--- config.mk ---
export PLATFORM = sky130hd
export DESIGN_NAME = alu_ram_seq
export DESIGN_NICKNAME = d
export VERILOG_FILES = /design/src/rtl/alu_ram_seq_pkg.sv /design/src/rtl/alu_ram_seq_alu.sv /design/src/rtl/alu_ram_seq.sv
export SDC_FILE = /design/constraint.sdc
export NUM_CORES = 1
export LEC_CHECK = 0
export CAP_MARGIN = 10
export CORE_ASPECT_RATIO = 0.7
export CORE_UTILIZATION = 34
export CTS_CLUSTER_DIAMETER = 150
export DETAILED_ROUTE_END_ITERATION = 12
export SYNTH_ARGS = -nofsm -noshare
export SYNTH_HDL_FRONTEND = slang
export SYNTH_SLANG_ARGS = --single-unit
--- constraint.sdc ---
create_clock -name clk -period 5.4 [get_ports clk]
set_input_delay 1.08 -clock clk [delete_from_list [all_inputs] [get_ports clk]]
set_output_delay 1.08 -clock clk [all_outputs]
set_load 0.02 [all_outputs]
--- src/rtl/alu_ram_seq_pkg.sv ---
// rtl/alu_ram_seq_pkg.sv - shared opcodes, FSM states and opcode helpers for alu_ram_seq
package alu_ram_seq_pkg;

  localparam int ALU_W = 32;
  localparam int OP_W  = 5;

  localparam logic [OP_W-1:0] ALU_NOP    = 5'd0;
  localparam logic [OP_W-1:0] ALU_ADD    = 5'd1;
  localparam logic [OP_W-1:0] ALU_SUB    = 5'd2;
  localparam logic [OP_W-1:0] ALU_AND    = 5'd3;
  localparam logic [OP_W-1:0] ALU_OR     = 5'd4;
  localparam logic [OP_W-1:0] ALU_XOR    = 5'd5;
  localparam logic [OP_W-1:0] ALU_NOR    = 5'd6;
  localparam logic [OP_W-1:0] ALU_OP_MAX = 5'd6;

  // One state per cycle: two address phases, two capture phases (RD_B doubles
  // as capture of A), then the write-back.
  typedef enum logic [2:0] {
    ST_IDLE  = 3'd0,
    ST_RD_A  = 3'd1,
    ST_RD_B  = 3'd2,
    ST_CAP_B = 3'd3,
    ST_WB    = 3'd4
  } seq_state_e;

  // Opcodes that produce a RAM write (NOP and illegal ones never write).
  function automatic logic op_writes(input logic [OP_W-1:0] op);
    return (op != ALU_NOP) && (op <= ALU_OP_MAX);
  endfunction

  // Opcodes outside the alu's defined range; these retire with err set.
  function automatic logic op_illegal(input logic [OP_W-1:0] op);
    return op > ALU_OP_MAX;
  endfunction

endpackage

--- src/rtl/alu_ram_seq_alu.sv ---
// rtl/alu_ram_seq_alu.sv - combinational 32-bit alu shared by the sequencer
module alu_ram_seq_alu
  import alu_ram_seq_pkg::*;
(
  input  logic [ALU_W-1:0] a,
  input  logic [ALU_W-1:0] b,
  input  logic [OP_W-1:0]  op,
  output logic [ALU_W-1:0] y
);

  // Opcode decode; NOP and illegal opcodes yield zero so result reads back 0.
  always_comb begin
    y = '0;
    case (op)
      ALU_ADD: y = a + b;
      ALU_SUB: y = a - b;
      ALU_AND: y = a & b;
      ALU_OR:  y = a | b;
      ALU_XOR: y = a ^ b;
      ALU_NOR: y = ~(a | b);
      default: y = '0;
    endcase
  end

endmodule

--- src/rtl/alu_ram_seq.sv ---
// rtl/alu_ram_seq.sv - 3-address command sequencer: read two RAM words, alu, write back
module alu_ram_seq
  import alu_ram_seq_pkg::*;
#(
  parameter int AW = 8,
  parameter int DW = 32
) (
  input  logic          clk,
  input  logic          rst,
  input  logic          cmd_valid,
  output logic          cmd_ready,
  input  logic [4:0]    cmd_op,
  input  logic [AW-1:0] cmd_ra,
  input  logic [AW-1:0] cmd_rb,
  input  logic [AW-1:0] cmd_rd,
  output logic [AW-1:0] ram_addr,
  output logic          ram_we,
  output logic [DW-1:0] ram_wdata,
  input  logic [DW-1:0] ram_rdata,
  output logic          done,
  output logic          err,
  output logic [DW-1:0] result
);

  seq_state_e state_q, state_d;

  logic [OP_W-1:0] op_q, op_d;
  logic [AW-1:0]   ra_q, ra_d;
  logic [AW-1:0]   rb_q, rb_d;
  logic [AW-1:0]   rd_q, rd_d;
  logic [DW-1:0]   a_q, a_d;
  logic [DW-1:0]   b_q, b_d;
  logic [DW-1:0]   result_q, result_d;
  logic            done_q, done_d;
  logic            err_q, err_d;

  logic [DW-1:0]   alu_y;

  alu_ram_seq_alu u_alu (
    .a  (a_q),
    .b  (b_q),
    .op (op_q),
    .y  (alu_y)
  );

  // Next-state and capture logic; every state lasts exactly one cycle.
  always_comb begin
    state_d  = state_q;
    op_d     = op_q;
    ra_d     = ra_q;
    rb_d     = rb_q;
    rd_d     = rd_q;
    a_d      = a_q;
    b_d      = b_q;
    result_d = result_q;
    done_d   = 1'b0;
    err_d    = 1'b0;
    case (state_q)
      ST_IDLE: begin
        if (cmd_valid) begin
          op_d    = cmd_op;
          ra_d    = cmd_ra;
          rb_d    = cmd_rb;
          rd_d    = cmd_rd;
          state_d = ST_RD_A;
        end
      end
      ST_RD_A: begin
        state_d = ST_RD_B;
      end
      ST_RD_B: begin
        // RAM returns the word addressed in RD_A during this cycle.
        a_d     = ram_rdata;
        state_d = ST_CAP_B;
      end
      ST_CAP_B: begin
        b_d     = ram_rdata;
        state_d = ST_WB;
      end
      ST_WB: begin
        result_d = alu_y;
        done_d   = 1'b1;
        err_d    = op_illegal(op_q);
        state_d  = ST_IDLE;
      end
      default: begin
        state_d = ST_IDLE;
      end
    endcase
  end

  // State and datapath registers with synchronous reset that aborts any command.
  always_ff @(posedge clk) begin
    if (rst) begin
      state_q  <= ST_IDLE;
      op_q     <= '0;
      ra_q     <= '0;
      rb_q     <= '0;
      rd_q     <= '0;
      a_q      <= '0;
      b_q      <= '0;
      result_q <= '0;
      done_q   <= 1'b0;
      err_q    <= 1'b0;
    end else begin
      state_q  <= state_d;
      op_q     <= op_d;
      ra_q     <= ra_d;
      rb_q     <= rb_d;
      rd_q     <= rd_d;
      a_q      <= a_d;
      b_q      <= b_d;
      result_q <= result_d;
      done_q   <= done_d;
      err_q    <= err_d;
    end
  end

  // RAM port decode from state; write is masked by rst so a reset in WB drops it.
  always_comb begin
    ram_addr  = '0;
    ram_we    = 1'b0;
    ram_wdata = '0;
    case (state_q)
      ST_RD_A: ram_addr = ra_q;
      ST_RD_B: ram_addr = rb_q;
      ST_WB: begin
        ram_addr  = rd_q;
        ram_wdata = alu_y;
        ram_we    = op_writes(op_q) && !rst;
      end
      default: ram_addr = '0;
    endcase
  end

  assign cmd_ready = (state_q == ST_IDLE);
  assign done      = done_q;
  assign err       = err_q;
  assign result    = result_q;

endmodule

==> results of run 1 <==
logic make-up (layout without fill, tap and decap cells):
family,after synthesis,after routing,share of synthesized area [%]
buffers and inverters,156,322,6.60
multiplexers,6,6,0.657
AND/OR/NAND/NOR,463,463,21.6
AO/OA/AOI/OAI,377,377,25.3
flip-flops,130,130,27.9
adder cells (fa/ha/maj),97,97,13.1
XOR/XNOR,52,52,4.88
power breakdown:
group          total [W]  switching (W)  internal, W
Sequential       0.00103      0.0000384     0.000993
Combinational    0.00144       0.000808     0.000630
Clock            0.00115       0.000497     0.000654
cell type report:
| type | instances | area, µm² | area share, % |
|---|---|---|---|
| Clock buffer | 19 | 443 | 3.62 |
| Multi-Input combinational cell | 995 | 6420 | 52.4 |
| Clock inverter | 13 | 125 | 1.02 |
| Sequential cell | 130 | 2600 | 21.3 |
| Timing Repair Buffer | 218 | 1920 | 15.7 |
| Inverter | 72 | 270 | 2.21 |
| Tap cell | 364 | 455 | 3.72 |
layer usage:
| metal | vias up | track usage [%] | wire [µm] |
|---|---|---|---|
| met1 | 4563 | 38.8 | 18100 |
| met3 | 21 | 5.98 | 2980 |
| met5 | - | 0 | 0 |
| met4 | 0 | 4.10 | 245 |
| met2 | 372 | 28.5 | 11600 |
| li1 | 4753 | - | - |
how the worst max path moves through the flow:
stage / startpoint / endpoint / slack (ps) / cells after the start
detailed placement: b_q[1] / ram_wdata[31] / -70 / 18
global placement: b_q[1] / ram_wdata[31] / -40 / 18
floorplan: b_q[0] / ram_wdata[24] / 630 / 18
finish: b_q[0] / ram_wdata[27] / 150 / 17
CTS: b_q[1] / ram_wdata[27] / -5 / 17
global route: b_q[0] / ram_wdata[27] / -60 / 17
registers in the layout, indices dropped and copies added, names as in the netlist, 3 cells and up:
register	cells
op_q	5
result	32
a_q	32
rd_q	8
rb_q	8
b_q	32
state_q	3
ra_q	8
worst min-delay path: stages (launching register included):
cell	delay [ps]
dfxtp_1	310
nand2_1	50
a21oi_1	50
through the flow:
stage	TNS, ps	hold slack [ps]	setup slack (ps)	util (%)
4_1_cts	-5.37	456	-5.37	44.9
3_5_place_dp	-170	447	-65.9	42.3
2_1_floorplan	0	436	632	-
3_3_place_gp	-45.8	444	-39.2	42.3
6_report	0	454	148	45.6
5_1_grt	-134	473	-60.7	45.6
what timing repair did:
| item | CTS | global route |
|---|---|---|
| pin swaps | 2 | 6 |
| gates resized for setup | 44 | 86 |
| endpoints found under the setup margin | 18 | 23 |
| endpoints found under the hold margin | 0 | 0 |
| setup buffers | 7 | 3 |
cells in the final DEF (no fill, tap or decap), types with 7 or more instances in the layout:
cell	netlist	layout
a21o_1	20	20
nor3_1	17	13
inv_1	66	64
a21oi_1	186	179
a221oi_1	14	14
xnor2_1	42	42
nand4_1	9	9
clkbuf_16	0	17
and2_1	11	11
nand3_1	20	19
xor2_1	10	10
clkbuf_2	0	13
o21ai_0	39	27
o21ai_1	6	16
clkdlybuf4s50_1	0	117
inv_2	6	8
ha_1	96	89
a31oi_1	18	13
nand2_1	258	256
dfxtp_1	130	129
buf_4	1	80
a22oi_1	14	14
nand3b_1	7	7
nor2_1	95	90
a221o_1	8	8
==> run metrics, run 1 <==
status complete, no violations; family with the most delay on the worst path simple AND/OR/NAND/NOR gates; row cnt 50; DRT Wirelength roughly 33000 µm; Placed Cells approximately 1800; PD cells slightly below 300 nW/µm²; f_max 0.190 GHz; worst reg2reg path depth 19; worst hold path type flop to flop; Hold Crit Depth 2; top cells by area, synth dfxtp_1 28%, ha_1 13%, nand2_1 10%; crit-path cells or4_4 > nor2_4 > and2_4 > a21o_1 > nand2_2 > nor2_4 > o21ai_1 > xnor2_1 > ha_1 > and3_2 > nand3_1 > o21ai_0 > o21bai_2 > or3_4 > a31oi_4 > inv_1 > clkbuf_2; Rel. slew slack between 20 and 25%; crit path launch type flop; Max Cap Violations 0; Fillers roughly 2700; DR vias/cell 5.36; IO Port Bufs about 140; Mapped Area approximately 9300 µm²; largest net degree at the start of global routing 85; core area 26800 µm²; crit end category output port; Peak VDD IR 0.197 mV; diodes inserted 0; Worst R2R End result[22]; R2R Setup Slk 1270 ps; crit path max fanout 5; die area approximately 28000 µm²; clk_lat worst skew about 440 ps; EDFF count, synth 0; first-pass GRT wire length about 50000 µm; synthesized area per cell about 7.3 µm²; CTS tree built; initial antenna violation count 0; Die Y about 140 µm; clock skew 17.6 ps; unrepaired setup endpoints after global routing yes; synthesized net count roughly 1400; Hold Fails Final Rpt 0; DP HPWL 25200 µm; Initial Utilization a little over a third; vias in the first global route 8673; most numerous cell in the Yosys netlist nand2_1; Synth Flop Type dfxtp_1; root buf cell clkbuf_16; endpoints failing setup 0; Synth async-reset ratio 0%; Worst Hold Endpoint rd_q[6]; Setup CP Type flop to output port; Max Slew Vio Count 0; Area growth syn-to-layout 31.2%; CTS buffer count 17; DRC violations left 0; synth cell count leaders 258 x nand2_1, 186 x a21oi_1, 130 x dfxtp_1; Pleak between 4 and 5 nW; Buf/Inv on CP 2; PnR Total Power approximately 0.0036 W; gp weighted congestion approximately 1; final worst path period share between 90% and 100%; initial drt markers ~1100; cells after synthesis 1281; Top Ports 140; share of the yosys chip area belonging to registers 27.9%; post-synth top area share around 28%; drt pass-1 iters 5; CTS hold repair buffers 0; post-route insts no fill 1811; grt ovf 0; clock tree buffer depth 2; Worst EP arrival ~4200 ps; Cell variety after synth 73; Slew @ Worst Pin 1170 ps; FF+latch count, synth 130; CP max stage cell or4_4; Reg-to-Reg Start b_q[0]; WP data required 4320 ps; layout cells sized above 1 13.5%; Post-DP Area ~11000 µm²; ANT nets after route 0; worst stage delay on the critical path 550 ps; H-tree depth 4; post-route minimum period between 5000 and 6000 ps; Global Route Usage Sum between 20% and 30%; Synth area leader dfxtp_1; DR WL/cell roughly 18 µm; Hold Path Origin rd_q[6]; Final Instance Area 12200 µm²; clock sink count between 100 and 150; CTS clk-pin slew, worst paths 70 ps; nets 1595; synth warn 0; Most Frequent Cell on Critical Path nor2_4; detailed-route via count roughly 9700; Die W between 150 and 200 µm
Power figures use the tool's default switching activity.
==> inputs of run 2 (changes only) <==
--- a/config.mk
+++ b/config.mk
@@ -10,6 +10,8 @@
 export CORE_UTILIZATION = 34
 export CTS_CLUSTER_DIAMETER = 150
 export DETAILED_ROUTE_END_ITERATION = 12
+export HOLD_SLACK_MARGIN = 0.15
 export SYNTH_ARGS = -nofsm -noshare
 export SYNTH_HDL_FRONTEND = slang
+export SYNTH_HIERARCHICAL = 1
 export SYNTH_SLANG_ARGS = --single-unit
==> run 2 against run 1 <==
Net effect:
- wire length down 8.4%
- clock power increased by 13%
- cell area up 11%
- via count decreased by 5.9%
- the flow now finishes with violations (setup timing)
- register-to-register slack better by 170 ps
- die area up 9.8%
- setup slack worse by 190 ps
- non-clock buffer count is 33 higher
- critical endpoint is now ram_wdata[25]
- sequential share of layout area is 2.1 points lower
- combinational power is 35% higher
- highest routed layer unchanged
==> run metrics, run 2 <==
first-pass GRT wire length 46800 µm (-6.9%); failing checks setup timing; DP HPWL 21500 µm (-15%); DR WL/cell 16.7 µm (-8.1%); die area 30900 µm² (+9.8%); drt pass-1 iters 5 (unchanged); Max Cap Violations 0 (unchanged); DRC violations left 0 (unchanged); CTS clk-pin slew, worst paths 60 ps (about the same); Top Ports 140 (unchanged); most frequent cells in the layout 226 x nand2b_1, 129 x dfxtp_1, 127 x mux2i_1; Setup CP Type flop to output port; most numerous cell in the Yosys netlist nand2b_1; CTS tree built; Synth async-reset ratio 0% (unchanged); DRT Wirelength 30100 µm (-8.4%); root buf cell clkbuf_16; Cell variety after synth 66 (-9.6%); top cells by area, synth dfxtp_1 25%, nand2b_1 14%, mux2i_1 12%; final worst path period share 101% (+3.5 points); Die Y 147 µm (+4.8%); ANT nets after route 0 (unchanged); largest net degree at the start of global routing 143 (+68%); post-route minimum period 5440 ps (+189 ps); CTS hold repair buffers 0 (unchanged); Slew @ Worst Pin 1060 ps (-111 ps); synth warn 6 (+6); commonest non-fill, non-tap cell in the layout nand2b_1; gp weighted congestion 0.908 (-9.5%); FF+latch count, synth 130 (unchanged); synth cell count leaders 227 x nand2b_1, 130 x dfxtp_1, 127 x mux2i_1; Fin Hold WS 470 ps (+16.6 ps); TNS Setup -77.5 ps (-77.5 ps); Die W 210 µm (+4.8%); row cnt 52 (+4.0%); worst hold path type flop to flop; status finished, violations left; clock skew 14.4 ps (-3.28 ps); synthesized area per cell 8.41 µm² (+16%); layout cells sized above 1 16.0% (+2.5 points); clk_lat worst skew 450 ps (about the same); initial drt markers 564 (-47%); share of the yosys chip area belonging to registers 25.4% (-2.5 points); Peak VDD IR 0.203 mV (+3.1%); endpoints failing setup 2 (+2); Initial Utilization 35.0% (+0.27 points); f_max 0.184 GHz (-3.5%); DR vias/cell 5.06 (-5.5%); Hold Fails Final Rpt 0 (unchanged); cells after synthesis 1219 (-4.8%); H-tree depth 4 (unchanged); detailed-route via count 9137 (-5.9%); CTS buffer count 17 (unchanged); EDFF count, synth 0 (unchanged); crit path max fanout 6 (+1); Synth Flop Type dfxtp_1; WP data required 4320 ps (about the same); clock tree buffer depth 2 (unchanged); synthesized net count 1380 (-4.3%); Area growth syn-to-layout 32.6%; unrepaired setup endpoints after global routing yes; Mapped Area 10300 µm² (+9.9%); clock sink count 130 (unchanged); Rel. slew slack 29.3% (+7.6 points); vias in the first global route 8650 (-0.27%); initial antenna violation count 1 (+1); Max Slew Vio Count 0 (unchanged); nets 1573 (-1.4%); core area 29300 µm² (+9.1%); crit end category output port; final worst setup slack -41.3 ps (-189 ps); crit path launch type flop; Worst EP arrival 4360 ps (+190 ps); IO Port Bufs 139 (unchanged); grt ovf 0 (unchanged); Pleak 5.68 nW (+15%); post-synth top area share 25.4% (-2.5 points); Synth area leader dfxtp_1; PD cells 317 nW/µm² (+7.2%); Global Route Usage Sum 19.2% (-4.1 points)
## run 2: changes by cell type in the layout (fill, tap and decap cells not counted), sizes merged, moves of 9 or more
cell    previous run  this run
nor2              95        54
a221oi            15        29
a22oi             14         1
mux2i              5       127
nand2            258        43
a21oi            187        65
nand2b             5       227
buf               82       118
a31oi             19        10
and2              13        38
## run 2: final timing paths
check                   from            end  slack, ps  cells after the start
setup / recovery      b_q[3]  ram_wdata[25]        -40                     19
hold / removal    result[28]     result[28]        470                      2
setup reg to reg      b_q[9]     result[30]       1440                     20
hold reg to reg   result[28]     result[28]        470                      2
## run 2: cells by family (layout without fill, tap and decap cells)
family,count (synthesis),after routing,synth area share (%)
buffers and inverters,147,353,6.12
muxes,128,128,12.5
xor gates and xnor gates,57,57,4.94
AOI/OAI and AO/OA,216,216,13.9
DFF,130,130,25.4
other,0,1,0
and+or+nand+nor,444,444,25.2
adders and majority gates,97,97,11.9
## run 2: repair_timing
action | CTS | global route
resized for setup | 73 | 78
hold endpoints to repair | 0 | 0
setup buffers | 4 | 11
pin swaps | 10 | 33
setup endpoints to repair | 19 | 23
## run 2: where the power goes
| group | total (W) | switching [W] | internal (W) |
|---|---|---|---|
| registers | 0.00106 | 0.0000529 | 0.00101 |
| clock network | 0.00130 | 0.000474 | 0.000831 |
| logic | 0.00195 | 0.00103 | 0.000923 |
## run 2: per-stage QoR
step / worst slack, ps / area, µm² / total power, W / util, % / instances
3_3_place_gp: -103 / 12500 / 0.00276 / 42.8 / 1756
5_1_grt: -257 / 13600 / 0.00455 / 46.5 / 1804
6_report: -41.3 / 13600 / 0.00432 / 46.5 / 1804
3_5_place_dp: -159 / 12500 / 0.00277 / 42.8 / 1756
4_1_cts: -136 / 13300 / 0.00417 / 45.4 / 1792
2_1_floorplan: 679 / 10300 / 0.00216 / - / 1219
## run 2: worst max-delay path: stages (launching register included)
cell and delay, ps:
dfxtp_2 330, nor4_4 260, buf_4 150, buf_6 90, and3_4 190, buf_6 100
nand3_4 110, o41ai_4 390, xnor2_1 130, ha_1 310, and4_4 230, nand3_2 80
buf_4 140, o21ai_2 170, buf_4 210, a41oi_1 160, xor2_1 190, o21ai_0 200
and2_1 180, clkdlybuf4s15_1 300
## run 2: per-layer routing
metal | wire [µm] | vias up | GRT usage (%)
met4 | 290 | 0 | 4.82
li1 | - | 4599 | -
met1 | 15500 | 4290 | 28.6
met2 | 12900 | 227 | 28.4
met3 | 1410 | 21 | 3.40
met5 | 0 | - | 0
## run 2: layout make-up
| class | instances | area, µm² |
|---|---|---|
| multi-input cells | 942 | 7390 |
| well taps | 378 | 473 |
| clock inverters | 13 | 209 |
| flip-flops and latches | 130 | 2600 |
| repair buffers | 251 | 2220 |
| fillers | 2839 | 15700 |
| diodes | 1 | 2.50 |
| clock buffers | 19 | 443 |
| inverters | 70 | 263 |
==> inputs of run 3 (changes only) <==
--- a/config.mk
+++ b/config.mk
@@ -8,7 +8,7 @@
 export CAP_MARGIN = 10
 export CORE_ASPECT_RATIO = 0.7
 export CORE_UTILIZATION = 34
-export CTS_CLUSTER_DIAMETER = 150
+export CTS_CLUSTER_DIAMETER = 200
 export DETAILED_ROUTE_END_ITERATION = 12
 export HOLD_SLACK_MARGIN = 0.15
 export SYNTH_ARGS = -nofsm -noshare
==> results of run 3 <==
No change in the layout: final DEF, timing and power equal those of run 2.
==> edit (settings of run 2) <==
Re-encode `seq_state_e` (5 states) as one-hot, 5 bits wide.
--- a/src/rtl/alu_ram_seq_pkg.sv
+++ b/src/rtl/alu_ram_seq_pkg.sv
@@ -17,8 +17,8 @@
   // as capture of A), then the write-back.
-  typedef enum logic [2:0] {
-    ST_IDLE  = 3'd0,
-    ST_RD_A  = 3'd1,
-    ST_RD_B  = 3'd2,
-    ST_CAP_B = 3'd3,
-    ST_WB    = 3'd4
+  typedef enum logic [4:0] {
+    ST_IDLE  = 5'b00001,
+    ST_RD_A  = 5'b00010,
+    ST_RD_B  = 5'b00100,
+    ST_CAP_B = 5'b01000,
+    ST_WB    = 5'b10000
   } seq_state_e;
Formal check against the unedited RTL: same outputs for any inputs over 10 cycles, from zero or initial values and one cycle with rst high; not proved beyond that.
==> edit against run 2 <==
- the flow still finishes with violations (negative setup slack)
- wire length increased by 11%
- worst setup slack improved by 0.018 ns
- count of clock-buffer cells in the layout decreased by 1
- area after synthesis decreased by 5.5%
- core utilization decreased by 0.10 points
- sequential share of layout area increased by 1.3 points
- clock skew increased by 0.00072 ns
- global-route usage increased by 3.5 points
- sequential cell count increased by 2
- design area decreased by 5.0%
- critical path type unchanged
- critical endpoint is now ram_wdata[28]
Power is not compared: it rests on default switching activity, and its combinational part moved more than twofold at a synthesized area within 25%.
==> edit: results <==
{
  "status": "finished with violations",
  "violations": "negative setup slack",
  "grt_usage_pct": 22.7,
  "gr-usage-met3_pct": 4.36,
  "final.setup.tns_ns": -0.0233,
  "grt_first_pass_wirelength_microns": 51700,
  "hp-start": "result[23]$_SDFFE_PP0N_",
  "holdPathStages": 2,
  "nNetsFinal": 1608,
  "path_max_fanout": 5,
  "hold_end": "result[23]$_SDFFE_PP0N_",
  "synth.distinct_cells": 63,
  "drt_iter0_drc": 946,
  "dp_slack_ns": -0.138,
  "r2r_cells": 17,
  "hpwl_microns": 23100,
  "setup_ws_ns": -0.0233,
  "synthArstFlopShare_pct": 0,
  "power_leakage_nw": 5.46,
  "internal-power_w": 0.00179,
  "yosys_warnings": 6,
  "cts_buffers": 17,
  "avgRoutedWirePerCell_microns": 18.3,
  "ys_dominant_reg_cell": "dfxtp_1",
  "grt_pass1_vias": 9346,
  "num_vias": 10100,
  "arrival_ns": 4.34,
  "fillerInstances": 2717,
  "clockRootBuffer": "clkbuf_16",
  "combPwrFrac_pct": 15.5,
  "cts-resized-gates": 42,
  "io_buffers": 139,
  "drive_gt1_share_pct": 15.8,
  "endpoint": "ram_wdata[28]",
  "clk_path_buf_depth": 2,
  "n_antenna_cell": 0,
  "finalSetupViolCount": 1,
  "r2r-end": "result[28]$_SDFFE_PP0N_",
  "finalWeightedCongestion": 0.949,
  "fin_skew_ns": 0.0151,
  "post_cts_buffers": 2,
  "avgSynthCellArea_sq_um": 7.63,
  "grt_max_degree": 100,
  "met2_usage_pct": 33.2,
  "max-slew-margin-rel_pct": 18.8,
  "p_seq_share_pct": 39.9,
  "met1_usage_pct": 33.4,
  "yosys-top-cells-count": "a21oi_1 (161), dfxtp_1 (132), o21ai_0 (121), nand3_1 (113), inv_1 (104)",
  "detailedRoute.firstPassIterationCount": 6,
  "yosysSeqAreaShare_pct": 27.3,
  "htree_levels": 4,
  "startpoint": "b_q[7]$_SDFFE_PP0N_",
  "max-vdd-ir-drop_uv": 191,
  "synth_area_leaders": "dfxtp_1 (27%), ha_1 (12%), a21oi_1 (8.3%)",
  "synth_fp_nets": 1432,
  "post_drt_via_cell_ratio": 5.53,
  "antenna_found_initial": 0
}
-- edit: changes by cell type in the layout (fill, tap and decap cells not counted), sizes merged, moves of 8 or more --
cell	before	now
nand2b	227	70
a21oi	65	161
mux2i	127	31
nand3	17	113
o21ai	49	145
inv	70	106
and2	38	7
and3	6	16
nor4bb	8	0
-- edit: cell families after synthesis --
family,count (synthesis),share of synthesized area [%]
adder cells (fa/ha/maj),97,12.6
flip-flops,132,27.3
AND/OR/NAND/NOR,349,18.8
AO/OA/AOI/OAI,410,24.8
XOR/XNOR,56,5.14
buffers and inverters,195,8.04
multiplexers,32,3.32
-- edit: per-stage QoR --
stage | instance area [sq um] | util [%] | hold WS (ns)
2_1_floorplan | 9690 | - | 0.444
3_3_place_gp | 12000 | 42.9 | 0.455
3_5_place_dp | 12000 | 42.9 | 0.459
4_1_cts | 12600 | 45.1 | 0.475
5_1_grt | 12900 | 46.4 | 0.495
6_report | 12900 | 46.4 | 0.472
-- edit: final cells by class --
class	instances	area share, %
sequential	132	20.5
timing repair buffer	248	17.3
clock buffer	18	3.32
tap	371	3.59
clock inverter	14	1.03
inverter	104	3.02
multi-input combinational	944	51.3
-- edit: worst max-delay path: stages, from the launching register on --
cell and delay [ns]:
dfxtp_2 0.32, or4_4 0.55, nor2_4 0.17, and3_4 0.27, nand2_8 0.08, o41ai_4 0.36
xnor2_1 0.16, ha_2 0.33, and2_4 0.18, and3_4 0.14, a221o_1 0.36, a21oi_2 0.13
o21ai_1 0.09, a22oi_2 0.20, mux2i_1 0.20, nand3_1 0.11, nand3_2 0.10, inv_2 0.04
buf_6 0.12
-- edit: layer usage --
metal,vias up,wire length (microns)
met3,34,2030
li1,4867,-
met4,0,552
met2,329,14200
met5,-,0
met1,4897,16700
